`src/rtl/step_sequencer_mixer.sv`:
```
// Multi-channel pattern step sequencer and sample mixer feeding the I2S transmitter.
// Optional MIXER_SATURATE_EN clamps the shifted mix instead of wrapping it to OUT_W bits.
module step_sequencer_mixer #(
    parameter int CHANNELS = 4,
    parameter int STEPS    = 8,
    parameter int ADDR_W   = 14,
    parameter int SAMPLE_W = 8,
    parameter int OUT_W    = 16,
    parameter int SHIFT    = 4
) (
    input  logic                         i_clk,
    input  logic                         i_reset,
    input  logic                         i_sample_tick,
    input  logic                         i_run,
    input  logic [CHANNELS*STEPS-1:0]    i_pattern,
    input  logic [CHANNELS*4-1:0]        i_gain,
    input  logic [CHANNELS*ADDR_W-1:0]   i_sample_len,
    output logic [ADDR_W-1:0]            o_rom_addr,
    input  logic [CHANNELS*SAMPLE_W-1:0] i_rom_data,
    output logic [OUT_W-1:0]             o_mix_out,
    output logic                         o_mix_valid,
    output logic [$clog2(STEPS)-1:0]     o_step,
    output logic                         o_step_strobe,
    output logic                         o_overrun
);
    localparam int STEP_W = $clog2(STEPS);
    localparam int PROD_W = SAMPLE_W + 5;
    localparam int ACC_W  = PROD_W + $clog2(CHANNELS);
    localparam int SH_W   = ACC_W + SHIFT;
    localparam int WIDE_W = (SH_W > OUT_W) ? SH_W : OUT_W;
    localparam logic [ADDR_W-1:0] ADDR_LAST = '1;
    localparam logic [STEP_W-1:0] STEP_LAST = STEP_W'(STEPS - 1);

    typedef enum logic [1:0] {IDLE, FETCH, ACC, OUT} state_t;

    state_t                         r_state;
    state_t                         w_state_next;
    logic [ADDR_W-1:0]              r_addr;
    logic [STEP_W-1:0]              r_step;
    logic [CHANNELS*STEPS-1:0]      r_pattern_q;
    logic [CHANNELS*SAMPLE_W-1:0]   r_data;
    logic signed [ACC_W-1:0]        r_acc;
    logic                           r_mix_valid;
    logic                           r_step_strobe;
    logic                           r_overrun;
    logic                           r_run_d;

    logic signed [PROD_W-1:0]       w_term [CHANNELS];
    logic signed [ACC_W-1:0]        w_sum;
    logic signed [WIDE_W-1:0]       w_wide;
    logic [OUT_W-1:0]               w_fit;

    always_ff @(posedge i_clk) begin
        if (i_reset) begin
            r_state <= IDLE;
        end else begin
            r_state <= w_state_next;
        end
    end

    always_comb begin
        w_state_next = r_state;
        case (r_state)
            IDLE:    if (i_sample_tick) w_state_next = FETCH;
            FETCH:   w_state_next = ACC;
            ACC:     w_state_next = OUT;
            OUT:     w_state_next = IDLE;
            default: w_state_next = IDLE;
        endcase
    end

    // Gain is zero-extended by one bit so the multiply stays signed.
    generate
        for (genvar gi = 0; gi < CHANNELS; gi++) begin : g_chan
            logic [STEPS-1:0]         w_row;
            logic                     w_en;
            logic signed [PROD_W-1:0] w_prod;
            assign w_row  = r_pattern_q[gi*STEPS +: STEPS];
            assign w_en   = (r_addr < i_sample_len[gi*ADDR_W +: ADDR_W]) && w_row[STEP_LAST - r_step];
            assign w_prod = PROD_W'($signed(r_data[gi*SAMPLE_W +: SAMPLE_W]))
                          * PROD_W'($signed({1'b0, i_gain[gi*4 +: 4]}));
            assign w_term[gi] = w_en ? w_prod : '0;
        end
    endgenerate

    always_comb begin
        w_sum = '0;
        for (int c = 0; c < CHANNELS; c++) begin
            w_sum = w_sum + ACC_W'(w_term[c]);
        end
    end

    assign w_wide = WIDE_W'(r_acc) <<< SHIFT;

`ifdef MIXER_SATURATE_EN
    localparam logic signed [WIDE_W-1:0] W_MAX = {{(WIDE_W-OUT_W+1){1'b0}}, {(OUT_W-1){1'b1}}};
    localparam logic signed [WIDE_W-1:0] W_MIN = {{(WIDE_W-OUT_W+1){1'b1}}, {(OUT_W-1){1'b0}}};
    always_comb begin
        w_fit = w_wide[OUT_W-1:0];
        if (w_wide > W_MAX) begin
            w_fit = W_MAX[OUT_W-1:0];
        end else if (w_wide < W_MIN) begin
            w_fit = W_MIN[OUT_W-1:0];
        end
    end
`else
    assign w_fit = w_wide[OUT_W-1:0];
`endif

    // Step, strobe and the pattern snapshot move together at the end of ACC so the
    // new step is visible alongside mix_valid; the address moves one cycle later.
    always_ff @(posedge i_clk) begin
        if (i_reset) begin
            r_addr        <= '0;
            r_step        <= '0;
            r_pattern_q   <= '0;
            r_data        <= '0;
            r_acc         <= '0;
            r_mix_valid   <= 1'b0;
            r_step_strobe <= 1'b0;
            r_overrun     <= 1'b0;
            r_run_d       <= 1'b0;
        end else begin
            r_run_d       <= i_run;
            r_mix_valid   <= (r_state == ACC);
            r_step_strobe <= 1'b0;
            if (i_sample_tick && (r_state != IDLE)) begin
                r_overrun <= 1'b1;
            end
            if (r_state == IDLE && !i_run) begin
                r_addr      <= '0;
                r_step      <= '0;
                r_pattern_q <= '0;
            end else if (i_run && !r_run_d) begin
                r_pattern_q <= i_pattern;
            end
            if (r_state == FETCH) begin
                r_data <= i_rom_data;
            end
            if (r_state == ACC) begin
                r_acc <= w_sum;
                if (i_run && r_addr == ADDR_LAST) begin
                    r_step_strobe <= 1'b1;
                    r_step        <= (r_step == STEP_LAST) ? '0 : r_step + 1'b1;
                    r_pattern_q   <= i_pattern;
                end
            end
            if (r_state == OUT && i_run) begin
                r_addr <= r_addr + 1'b1;
            end
        end
    end

    assign o_rom_addr    = r_addr;
    assign o_mix_out     = w_fit;
    assign o_mix_valid   = r_mix_valid;
    assign o_step        = r_step;
    assign o_step_strobe = r_step_strobe;
    assign o_overrun     = r_overrun;
endmodule

```
`config.mk`:
```
export PLATFORM = sky130hd
export DESIGN_NAME = step_sequencer_mixer
export DESIGN_NICKNAME = d
export VERILOG_FILES = /design/src/rtl/step_sequencer_mixer.sv
export SDC_FILE = /design/constraint.sdc
export NUM_CORES = 1
export LEC_CHECK = 0
export CAP_MARGIN = 20
export CELL_PAD_IN_SITES_DETAIL_PLACEMENT = 1
export CELL_PAD_IN_SITES_GLOBAL_PLACEMENT = 2
export CORE_ASPECT_RATIO = 0.75
export CORE_UTILIZATION = 30
export DETAILED_ROUTE_END_ITERATION = 6
export DONT_BUFFER_PORTS = 1
export PLACE_DENSITY = 0.65
export REMOVE_ABC_BUFFERS = 1
export SLEW_MARGIN = 10
export SYNTH_ARGS = -nofsm -noshare
export SYNTH_HDL_FRONTEND = slang
export SYNTH_SLANG_ARGS = --single-unit
export TNS_END_PERCENT = 5
```
`constraint.sdc`:
```
create_clock -name i_clk -period 7.7 [get_ports i_clk]
set_input_delay 1.155 -clock i_clk [delete_from_list [all_inputs] [get_ports i_clk]]
set_output_delay 1.155 -clock i_clk [all_outputs]
set_load 0.01 [all_outputs]
```
==> results of run 1 <==
worst max path at each step:
stage | start | endpoint | slack [ps]
floorplan | i_gain[6] | r_acc[11] | 940
global placement | i_gain[6] | r_acc[11] | 680
detailed placement | i_gain[6] | r_acc[11] | 620
CTS | i_gain[6] | r_acc[11] | 1000
global route | i_gain[15] | r_acc[11] | 610
finish | i_gain[15] | r_acc[11] | 1000
through the flow:
step	cells	hold WS, ps	power, mW	setup slack [ps]	util (%)
after detailed placement	1717	462	1.72	615	31.9
after global placement	1717	455	1.71	682	31.9
after CTS	1733	479	2.25	1000	32.8
after floorplan	1246	439	1.46	940	-
after global routing	1734	504	2.42	606	32.8
final	1734	482	2.19	1000	32.8
layer usage:
metal  vias to the layer above  track usage (%)  wire length, um
li1                       4162                -                -
met1                      3957             25.0            16200
met3                        13             3.42             1190
met5                         -                0                0
met2                        94             23.5            12000
met4                         0             2.88              229
critical path, stage by stage:
cell and delay, ps:
and2_1 140, ha_1 280, inv_1 70, fa_1 430
fa_1 500, inv_1 40, ha_1 330, nor2b_1 160
o21ai_0 190, a21boi_0 140, o21a_1 180, nor2_1 150
o21bai_1 80, a21oi_1 180, xor2_1 170, nor3_1 100
fa_1 570, inv_1 50, fa_1 520, inv_1 40
ha_1 350, and2_1 180, o21ai_0 150, o311ai_0 150
a211oi_1 250, xnor2_1 170, nand2b_1 120, o221ai_1 100
cells in the final DEF, fill, tap and decap left out, types with 3 or more instances in the layout:
master / instances
o21a_1: 3
nor2b_1: 11
o2111ai_1: 3
o21bai_1: 7
buf_4: 6
clkbuf_16: 9
ha_1: 153
o21ai_0: 22
nand3_1: 32
or2_2: 10
o211ai_1: 6
nor4_1: 5
conb_1: 4
a211oi_1: 10
nand4_1: 7
nor3b_1: 4
dfxtp_1: 99
nor3_1: 19
mux4_2: 5
xor2_1: 17
a22o_1: 29
fa_1: 86
xnor2_1: 31
o21ai_1: 4
nand3b_1: 3
and3_1: 4
nand2_1: 78
or3_1: 12
and2_1: 105
nor2_1: 79
nand2b_1: 11
mux2i_1: 44
a21oi_1: 51
inv_1: 236
a21o_1: 14
kinds of logic (layout without fill, tap and decap cells):
group	after synthesis	count (layout)	synth area share, %
other	1	4	0.0341
buffers and inverters	270	260	9.80
muxes	50	50	5.26
AOI/OAI and AO/OA	174	174	11.1
DFF	99	99	18.0
xor gates and xnor gates	49	49	4.02
adders and majority gates	240	240	33.2
and+or+nand+nor	393	393	18.6
sequential cells by signal, summed over array words and instances, names as in the netlist:
register,cells
r_state,2
o_mix_valid,1
r_pattern_q,32
o_overrun,1
o_rom_addr,14
o_step,3
o_step_strobe,1
r_run_d,1
r_data,32
r_acc,12
layout make-up:
type	count	area, um2
clock inverters	7	88.8
fillers	4258	24200
clock buffers	9	225
well taps	465	582
inverters	237	890
multi-input cells	910	7970
flip-flops and latches	99	1980
repair buffers	7	60.1
where the power goes:
part	leakage, nW	total [mW]	internal, mW	switching (mW)
combinational	4.81	1.04	0.446	0.590
sequential	0.807	0.656	0.579	0.0774
clock	0.153	0.499	0.236	0.263
==> qor.yml, run 1 <==
clock_tree:
  clock-sinks: 99
  cts_resized: 0
  clock_latency_ps: 380
  cts_buffers: 9
  clockBufferDepth: 2
  clk_pin_slew_ps: 90
  ctsRootBufferMaster: "clkbuf_16"
  htree_levels: 3
  cts_setup_buffers: 0
  cts_hold_buf: 0
  cts_tree: "built"
detailed_routing:
  first_pass_iters: 4
  via_per_inst: 4.74
  wire_per_inst_um: 17.1
  dr_total_vias: 8226
  post-route-drc-count: 0
  first_iter_violations: 270
  routed_wl_um: 29600
  postRouteAntennaNets: 0
die:
  die_y_um: 168
  dieArea_um2: 37500
  rows: 60
  core_area_um2: 36000
  die_w_um: 223
  io-pin-count: 176
  start_util_pct: 30.6
placement:
  hpwlAfterDp_um: 24500
  gp_congestion: 0.779
  numPortBuffers: 0
  placed_cell_area_um2: 11500
min_path:
  min_from: "r_pattern_q[26]"
  whs_path_depth: 1
  whs_endpoint: "r_pattern_q[26]"
  hold_class: "flop to flop"
sta:
  rsz0062_at_grt: "no"
  slew_violations: 0
  fin_crit_ps: 6700
  totalNegativeSetupSlack_ps: 0
  finalHoldViolations: 0
  max_freq_mhz: 149
  min_period_over_period_pct: 87.0
  relSlewSlack_pct: 34.0
  setup_viol: 0
  fin_skew_ps: 18.4
  tightestPinTransition_ps: 989
worst_setup_path:
  worst_r2r_path_depth: 28
  r2r_end: "r_acc[11]"
  startpoint_type: "primary input"
  critPathMaxFanout: 8
  r2r_start: "r_data[10]"
  end_kind: "flop"
  crit_type: "primary input to flop"
  critPathArrivalTime_ps: 6950
  cp.required_ps: 7950
  regToRegSetupSlack_ps: 1410
synthesis:
  yosysMostFrequentCell: "inv_1"
  yosysTopAreaCell: "dfxtp_1"
  yosysWarnings: 0
  synth_edf_count: 0
  synth.ff_latch_count: 99
  synth-main-ff-cell: "dfxtp_1"
  netlist_top_cells_area: "dfxtp_1, ha_1, fa_1, inv_1, and2_1"
  synth_cell_types: 72
  netlist.area_leader.share_pct: 18.0
  yosysSeqAreaShare_pct: 18.0
  netlist_instances: 1276
  synth-async-reset-ratio_pct: 0
  synthTopCellsByCount: "inv_1, ha_1, and2_1"
  avgSynthCellArea_um2: 8.63
  syn_area_um2: 11000
finish:
  finalNetCount: 1644
  drive_gt1_share_pct: 4.26
  area_growth_pct: 7.15
  diodes: 0
  fin_area_um2: 11800
grt:
  grt_max_degree: 76
  track_usage_pct: 16.4
  grt-ovfl-total: 0
  grt_pass1_vias: 8612
  antenna_found_initial: 0
  grt_pass1_wl_um: 48200
run:
  drv_cap: 0
pwr:
  p_leak_nw: 5.77
  peakVddDrop_mv: 0.102
  powerDensity_nw_per_um2: 186
status:
  status: "completed"
Power figures use the tool's default switching activity.
==> inputs of run 2 (changes only) <==
Settings changed: CAP_MARGIN 20 to 25, PLACE_DENSITY 0.65 to 0.68.
Clock period 7.7 ns to 7.4 ns, I/O delays scaled along.
==> qor.yml, run 2 (synthesis gave the netlist of run 1 again) <==
sta:
  fin_skew_ps: 10.2  # -8.23 ps
  rsz0062_at_grt: "no"
  setup_viol: 0  # unchanged
  totalNegativeSetupSlack_ps: 0  # unchanged
  tightestPinTransition_ps: 760  # -230 ps
  fin_crit_ps: 6710
  finalHoldViolations: 0  # unchanged
  max_freq_mhz: 149
  slew_violations: 0  # unchanged
  min_period_over_period_pct: 90.7
  relSlewSlack_pct: 49.3  # +15 points
die:
  rows: 60  # unchanged
  die_y_um: 168  # unchanged
  io-pin-count: 176  # unchanged
  start_util_pct: 30.6  # unchanged
  die_w_um: 223  # unchanged
  core_area_um2: 36000  # unchanged
  dieArea_um2: 37500  # unchanged
pwr:
  cellInternalPower_mw: 1.32  # +4.5%
  p_leak_nw: 5.79  # +0.48%
  combPwrFrac_pct: 47.8  # +0.5 points
  power_switching_mw: 0.971  # +4.4%
  finalPower_mw: 2.29  # +4.4%
  peakVddDrop_mv: 0.103  # +0.95%
  seq_power_share_pct: 29.8  # about the same
  clkPwrFrac_pct: 22.4  # -0.4 points
  powerDensity_nw_per_um2: 193  # +4.0%
  switching_share_pct: 42.4  # about the same
clock_tree:
  ctsRootBufferMaster: "clkbuf_16"
  clockBufferDepth: 2  # unchanged
  cts_hold_buf: 0  # unchanged
  cts_resized: 0  # unchanged
  clk_pin_slew_ps: 80  # about the same
  cts_buffers: 9  # unchanged
  htree_levels: 3  # unchanged
  cts_setup_buffers: 0  # unchanged
  clock_latency_ps: 380  # about the same
  cts_tree: "built"
  clock-sinks: 99  # unchanged
worst_setup_path:
  end_kind: "flop"
  crit_path_start: "i_gain[6]"
  cp.required_ps: 7660  # -290 ps
  critPathMaxFanout: 8  # unchanged
  startpoint_type: "primary input"
  critPathArrivalTime_ps: 6970  # +20 ps
  r2r_start: "r_data[10]"
  crit_type: "primary input to flop"
detailed_routing:
  first_pass_iters: 4  # unchanged
  via_per_inst: 4.78  # +0.74%
  wire_per_inst_um: 16.9  # -0.95%
  dr_total_vias: 8311  # +1.0%
  postRouteAntennaNets: 0  # unchanged
  post-route-drc-count: 0  # unchanged
  routed_wl_um: 29400  # -0.66%
  first_iter_violations: 300  # +11%
grt:
  use_met1_pct: 24.2  # -0.73 points
  grt_pass1_wl_um: 47400  # -1.7%
  track_usage_pct: 16.2  # -0.12 points
  grt_pass1_vias: 8563  # -0.57%
  gr-max-usage-layer: "met1"
  grt_util_met2_pct: 23.6  # +0.12 points
  grt_max_degree: 76  # unchanged
  grt-ovfl-total: 0  # unchanged
  antenna_found_initial: 0  # unchanged
  use_met3_pct: 3.28  # -0.14 points
min_path:
  hold_class: "flop to flop"
  min_from: "r_pattern_q[11]"
finish:
  final_cell_mix: "inv_1, ha_1, and2_1"
  layout_commonest_cell: "inv_1"
  fin_area_um2: 11800  # +0.45%
  drive_gt1_share_pct: 4.56  # +0.30 points
  area_growth_pct: 7.63
  finalNetCount: 1648  # +0.24%
  multiInputGateArea_um2: 7970  # unchanged
  seqCellArea_um2: 1980  # unchanged
  nFillCells: 4226  # -0.75%
placement:
  gp_congestion: 0.748  # -4.1%
  placed_cell_area_um2: 11500  # +0.44%
  numPortBuffers: 0  # unchanged
  hpwlAfterDp_um: 24500  # -0.37%
status:
  status: "completed"
run:
  drv_cap: 0  # unchanged
## run 2: changes by cell type in the layout (fill, tap and decap cells not counted), sizes merged
cell,delta
buf,+4
clkinv,+1
diode,+1
inv,-1
## run 2: layout make-up
cell class                      instances  share of cell area (%)
Tap cell                              465                    4.91
Timing Repair Buffer                   11                   0.930
Clock inverter                          7                   0.750
Antenna cell                            1                  0.0211
Inverter                              237                    7.51
Sequential cell                        99                    16.7
Multi-Input combinational cell        910                    67.2
Clock buffer                            9                    1.90
## run 2: critical path, cell delays in order
cell and delay (ps):
and2_1 140, ha_1 290, inv_1 60, fa_1 520
fa_1 560, inv_1 50, ha_1 330, nor2b_1 140
o21ai_0 150, nand2b_1 100, a21o_1 180, a21o_1 190
a21o_1 180, a21oi_1 160, xor2_1 150, nor2_1 70
fa_1 470, inv_1 50, fa_1 520, inv_1 40
ha_1 350, and2_1 180, o21ai_0 140, o311ai_0 150
a211oi_1 270, xnor2_1 180, nand2b_1 140, o221ai_1 100
## run 2: path summary, 6_finish.rpt
kind	to	slack, ps	depth (start not counted)
worst max-delay path	r_acc[11]	690	28
worst min-delay path	r_pattern_q[11]	480	1
worst max register to register	r_acc[11]	1030	28
worst min register to register	r_pattern_q[11]	480	1
## run 2: through the flow
stage | utilization, % | hold slack (ps) | setup WS (ps) | std cells
floorplan | - | 439 | 685 | 1246
global placement | 31.9 | 452 | 431 | 1720
detailed placement | 32.0 | 460 | 290 | 1721
CTS | 32.9 | 479 | 669 | 1737
global route | 32.9 | 507 | 199 | 1738
finish | 32.9 | 480 | 686 | 1739
## run 2: layer usage
layer | vias to the layer above | share of wire [%]
met5 | - | 0
met4 | 0 | 1.3
met3 | 17 | 4.2
met2 | 99 | 41
met1 | 4028 | 53
li1 | 4167 | -
## run 2: power by group through the flow
stage,clock network (mW),logic (mW),registers (mW)
after floorplan,0,0.857,0.661
after global placement,0,1.08,0.696
after detailed placement,0,1.11,0.697
after CTS,0.541,1.12,0.685
after global routing,0.559,1.26,0.696
final,0.513,1.09,0.682
